<file path="src/rtl/word_serializer_pkg.sv">
// Shared types and constants for the serial parity front end.
// Parity polarity values match the running-parity generator's EVEN/ODD encoding.
package word_serializer_pkg;

    typedef enum logic [1:0] {
        IDLE   = 2'd0,
        SHIFT  = 2'd1,
        PARITY = 2'd2
    } state_t;

    localparam bit PAR_EVEN = 1'b0;
    localparam bit PAR_ODD  = 1'b1;

endpackage

</file>
<file path="src/rtl/word_serializer.sv">
// Parallel-to-serial converter: shifts a WIDTH-bit word out LSB first, one bit
// per clock, optionally followed by a parity bit; frames are gap-free when chained.
module word_serializer
    import word_serializer_pkg::*;
#(
    parameter int WIDTH   = 8,
    parameter bit PAR_EN  = 1'b1,
    parameter bit PAR_ODD = word_serializer_pkg::PAR_EVEN
) (
    input  logic             clk,
    input  logic             rst,
    input  logic [WIDTH-1:0] din,
    input  logic             load,
    output logic             ready,
    output logic             x,
    output logic             x_valid,
    output logic             last,
    output logic             busy
);

    localparam int CNT_W = $clog2(WIDTH + 1);
    // cnt holds the index of the data bit currently presented on x
    localparam logic [CNT_W-1:0] CNT_LAST = CNT_W'(WIDTH - 1);
    localparam logic [CNT_W-1:0] CNT_PEN  = CNT_W'(WIDTH - 2);

    state_t           state, state_n;
    logic [WIDTH-1:0] sreg, sreg_n;
    logic [CNT_W-1:0] cnt, cnt_n;
    logic             acc, acc_n;
    logic             x_n, x_valid_n, last_n;
    logic             final_bit;
    logic             accept;

    assign final_bit = (state == PARITY) ||
                       ((state == SHIFT) && (cnt == CNT_LAST) && !PAR_EN);
    assign ready     = !rst && ((state == IDLE) || final_bit);
    assign busy      = (state != IDLE);
    assign accept    = load && ready;

    always_comb begin
        state_n   = state;
        sreg_n    = sreg;
        cnt_n     = cnt;
        acc_n     = acc;
        x_n       = 1'b0;
        x_valid_n = 1'b0;
        last_n    = 1'b0;
        if (accept) begin
            // bit 0 goes straight to x so it appears the cycle after acceptance
            state_n   = SHIFT;
            x_n       = din[0];
            x_valid_n = 1'b1;
            sreg_n    = {1'b0, din[WIDTH-1:1]};
            cnt_n     = '0;
            acc_n     = PAR_ODD ^ din[0];
        end else begin
            case (state)
                SHIFT: begin
                    if (cnt != CNT_LAST) begin
                        x_n       = sreg[0];
                        x_valid_n = 1'b1;
                        sreg_n    = {1'b0, sreg[WIDTH-1:1]};
                        acc_n     = acc ^ sreg[0];
                        cnt_n     = cnt + 1'b1;
                        last_n    = !PAR_EN && (cnt == CNT_PEN);
                    end else if (PAR_EN) begin
                        state_n   = PARITY;
                        x_n       = acc;
                        x_valid_n = 1'b1;
                        last_n    = 1'b1;
                    end else begin
                        state_n = IDLE;
                    end
                end
                PARITY:  state_n = IDLE;
                default: state_n = IDLE;
            endcase
        end
    end

    always_ff @(posedge clk) begin
        if (rst) begin
            state   <= IDLE;
            sreg    <= '0;
            cnt     <= '0;
            acc     <= 1'b0;
            x       <= 1'b0;
            x_valid <= 1'b0;
            last    <= 1'b0;
        end else begin
            state   <= state_n;
            sreg    <= sreg_n;
            cnt     <= cnt_n;
            acc     <= acc_n;
            x       <= x_n;
            x_valid <= x_valid_n;
            last    <= last_n;
        end
    end

endmodule
</file>
<file path="config.mk">
export PLATFORM = sky130hd
export DESIGN_NAME = word_serializer
export DESIGN_NICKNAME = d
export VERILOG_FILES = /design/src/rtl/word_serializer_pkg.sv /design/src/rtl/word_serializer.sv
export SDC_FILE = /design/constraint.sdc
export NUM_CORES = 1
export LEC_CHECK = 0
export CAP_MARGIN = 10
export CORE_MARGIN = 3
export CORE_UTILIZATION = 41
export CTS_CLUSTER_DIAMETER = 120
export DETAILED_ROUTE_END_ITERATION = 10
export MAX_ROUTING_LAYER = met4
export PLACE_DENSITY = 0.76
export SLEW_MARGIN = 20
export SYNTH_ARGS = -nofsm -noshare
export SYNTH_HDL_FRONTEND = slang
export SYNTH_SLANG_ARGS = --single-unit
</file>
<file path="constraint.sdc">
create_clock -name clk -period 1.92 [get_ports clk]
set_clock_uncertainty 0.15 [all_clocks]
set_input_delay 0.576 -clock clk [delete_from_list [all_inputs] [get_ports clk]]
set_output_delay 0.576 -clock clk [all_outputs]
set_load 0.01 [all_outputs]
</file>
==> flow_summary_export.csv <==
group,metric,value,unit
timing,hold_ws,0.354,ns
yosys,synth_area_leaders,"dfxtp_1 (42%), a311oi_2 (11%), nand3_1 (5.6%), o21ai_0 (5.6%), a21oi_1 (4.3%)",
floorplanning,rows,15,
pwr,p_leak,0.000350,uW
worst_setup_path,reg2regPathDepth,4,
global_route,grt_pass1_wl,2.77,mm
pwr,p_per_area,674,nW/um^2
global_route,antenna_found_initial,0,
worst_setup_path,critical_path.slowest_cell,"clkdlybuf4s50_1",
worst_setup_path,r2r_start,"cnt[0]",
timing,rsz0062_at_grt,"no",
worst_setup_path,path_max_fanout,1,
detailed_routing,ant_nets,0,
clock_tree,cts_root_buffer,"clkbuf_4",
worst_setup_path,r2r_slack,0.14,ns
final_layout,area_delta_synth_final,24.4,%
global_route,gr-usage-met2,23.9,%
pwr,seq_power_share,56.0,%
placement,dp_hpwl,1.25,mm
timing,maxSlewHeadroom,73.8,%
global_route,track_usage,14.8,%
yosys,yosysUniqueCellTypes,30,
global_route,grt_pass1_vias,641,
detailed_routing,via_per_inst,5.47,
floorplanning,core,1800,sq um
detailed_routing,wire_per_inst,12.9,microns
final_layout,drive_above_1_share,18.9,%
final_layout,final_common_cell,"dfxtp_1",
clock_tree,postCtsHoldBufs,0,
worst_hold_path,holdPathEnd,"cnt[1]",
worst_setup_path,critPathKind,"reg -> out",
detailed_routing,num_vias,717,
clock_tree,cts.sinks,17,
pwr,p_sw,169,uW
pwr,intPower,510,uW
yosys,synth.cell_area,810,sq um
worst_setup_path,worstPathCellList,"clkdlybuf4s50_1",
worst_setup_path,r2r-end,"cnt[3]",
detailed_routing,wirelength,1.69,mm
final_layout,final_nets,119,
clock_tree,clk_latency,0.28,ns
global_route,grt_max_degree,17,
final_layout,fin_util,55.9,%
timing,max_freq,0.538,GHz
floorplanning,io_pins,16,
timing,setup_viol,0,
worst_setup_path,required,1.19,ns
worst_setup_path,path_delay_family,"buffers and inverters",
placement,gp_congestion,0.782,
worst_setup_path,worstPathArrival,1.13,ns
outcome,status,"completed",
floorplanning,die_w,50.4,microns
worst_hold_path,hold_depth,2,
timing,tns,0,ns
timing,hold_violations,0,
clock_tree,tritoncts,"done",
yosys,ys_ff_latch,17,
worst_setup_path,cp-end-kind,"output pin",
clock_tree,cts_max_level,1,
detailed_routing,drt_iter0_markers,6,
flow_run,maxCapViolations,0,
worst_setup_path,start_kind,"register",
yosys,yosysWarnings,0,
yosys,yosys.area.top_type,"dfxtp_1",
yosys,synth_nets,100,
yosys,avgSynthCellArea,9.20,sq um
global_route,grt_use_met1,17.3,%
timing,period_minus_slack,1.86,ns
clock_tree,cts_buffer_depth,2,
detailed_routing,first_pass_iters,4,
final_layout,layout_common_cells,"dfxtp_1 (17), clkdlybuf4s50_1 (12), nor2_1 (9), nand3_1 (9), o21ai_0 (9)",
timing,drv_slew,0,
clock_tree,clk_pin_slew,0.09,ns
worst_setup_path,cp_slowest_stage_delay,0.53,ns
floorplanning,dieArea,2540,sq um
global_route,top_usage_layer,"met2",
worst_hold_path,worstHoldStart,"cnt[1]",
global_route,grt_util_met3,4.45,%
worst_hold_path,hold_class,"reg -> reg",
worst_setup_path,critPathBufInv,1,
placement,port_buffers,15,
global_route,overflow,0,
timing,finalCritPeriodShare,96.7,%
final_layout,diodes,0,
yosys,seq_area_frac_synth,42.0,%
floorplanning,fp.dieH,50.4,microns
clock_tree,numCtsBuffers,3,
yosys,synth_top_cell_area_share,42.0,%
pwr,clkPwrFrac,27.5,%
detailed_routing,drcViolationCount,0,
clock_tree,post-cts-setup-buffers,0,
floorplanning,start_util,44.9,%
timing,worst_pin_slew,0.393,ns
pwr,peakVddDrop,0.522,mV
pwr,switching_share,24.9,%
yosys,synth_cells,88,
pwr,combPwrFrac,16.5,%
==> logic make-up (layout without fill, tap and decap cells) <==
family,Yosys count,after routing,synth area share (%)
AOI/OAI and AO/OA,26,26,25.3
muxes,1,1,1.24
buffers and inverters,9,27,6.80
and+or+nand+nor,34,34,23.0
DFF,17,17,42.0
adders and majority gates,1,1,1.55
==> power groups by stage <==
stage / clock network [uW] / registers (uW) / logic [uW]
6_report: 187 / 380 / 112
5_1_grt: 210 / 383 / 122
4_1_cts: 192 / 380 / 114
3_5_place_dp: 0 / 388 / 116
3_3_place_gp: 0 / 387 / 114
2_1_floorplan: 0 / 388 / 67.3
==> area by class of cell <==
type | instances | area [sq um]
fillers | 173 | 795
multi-input cells | 62 | 414
flip-flops and latches | 17 | 340
repair buffers | 22 | 191
well taps | 25 | 31.3
clock buffers | 4 | 26.3
inverters | 1 | 3.75
==> sequential cells by signal, summed over array words and instances, names as in the netlist <==
signal / flops
acc: 1
cnt: 4
sreg: 7
state: 2
x_valid: 1
last: 1
x: 1
==> worst max path at each step <==
stage / from / end / slack (ns) / depth (start not counted)
global route: last / last / 0.02 / 1
detailed placement: rst / ready / -0.47 / 3
global placement: rst / ready / -0.48 / 3
floorplan: rst / ready / 0.06 / 3
finish: last / last / 0.06 / 1
CTS: state[0] / busy / 0.03 / 2
==> metal layers <==
layer	routed length [microns]	part of all wire [%]	vias to the layer above
met2	808	48	11
li1	-	-	362
met3	37	2.2	2
met5	0	0	-
met1	823	49	342
met4	21	1.2	0
==> worst register-to-register path: cells and delay by family (launching register included) <==
kind            cells  cell delay [ns]
simple gates        2             0.82
flops               1             0.35
compound gates      1             0.15
fa+ha+maj           1             0.25
==> per-stage QoR <==
step / cells / setup WS [ns] / area [sq um] / total power, uW
detailed placement: 127 / -0.466 / 992 / 504
global placement: 127 / -0.479 / 992 / 502
global route: 131 / 0.0238 / 1010 / 714
floorplan: 88 / 0.0596 / 810 / 456
CTS: 131 / 0.0304 / 1010 / 686
finish: 131 / 0.0625 / 1010 / 679
==> cells in the mapped netlist (all sizes together) <==
library cell / count
and4: 1
o32ai: 1
and3b: 1
mux2i: 1
a2111oi: 1
or4: 1
nor2b: 1
ha: 1
a21oi: 7
inv: 1
nor3b: 1
nand3b: 1
nor3: 3
or3: 1
nand2b: 3
nor2: 9
clkbuf: 3
nand3: 9
nand2: 1
o21ai: 9
dfxtp: 17
or3b: 1
or2: 1
a311oi: 7
buf: 5
o211ai: 1
==> timing repair <==
| action | 4_1_cts | 5_1_grt |
|---|---|---|
| endpoints found under the hold margin | 0 | 0 |
| pin swaps | 1 | 0 |
| setup endpoints to repair | 9 | 1 |
| gates resized for setup | 7 | 1 |
| cloned | 0 | 0 |
(Power assumes the default switching activity.)
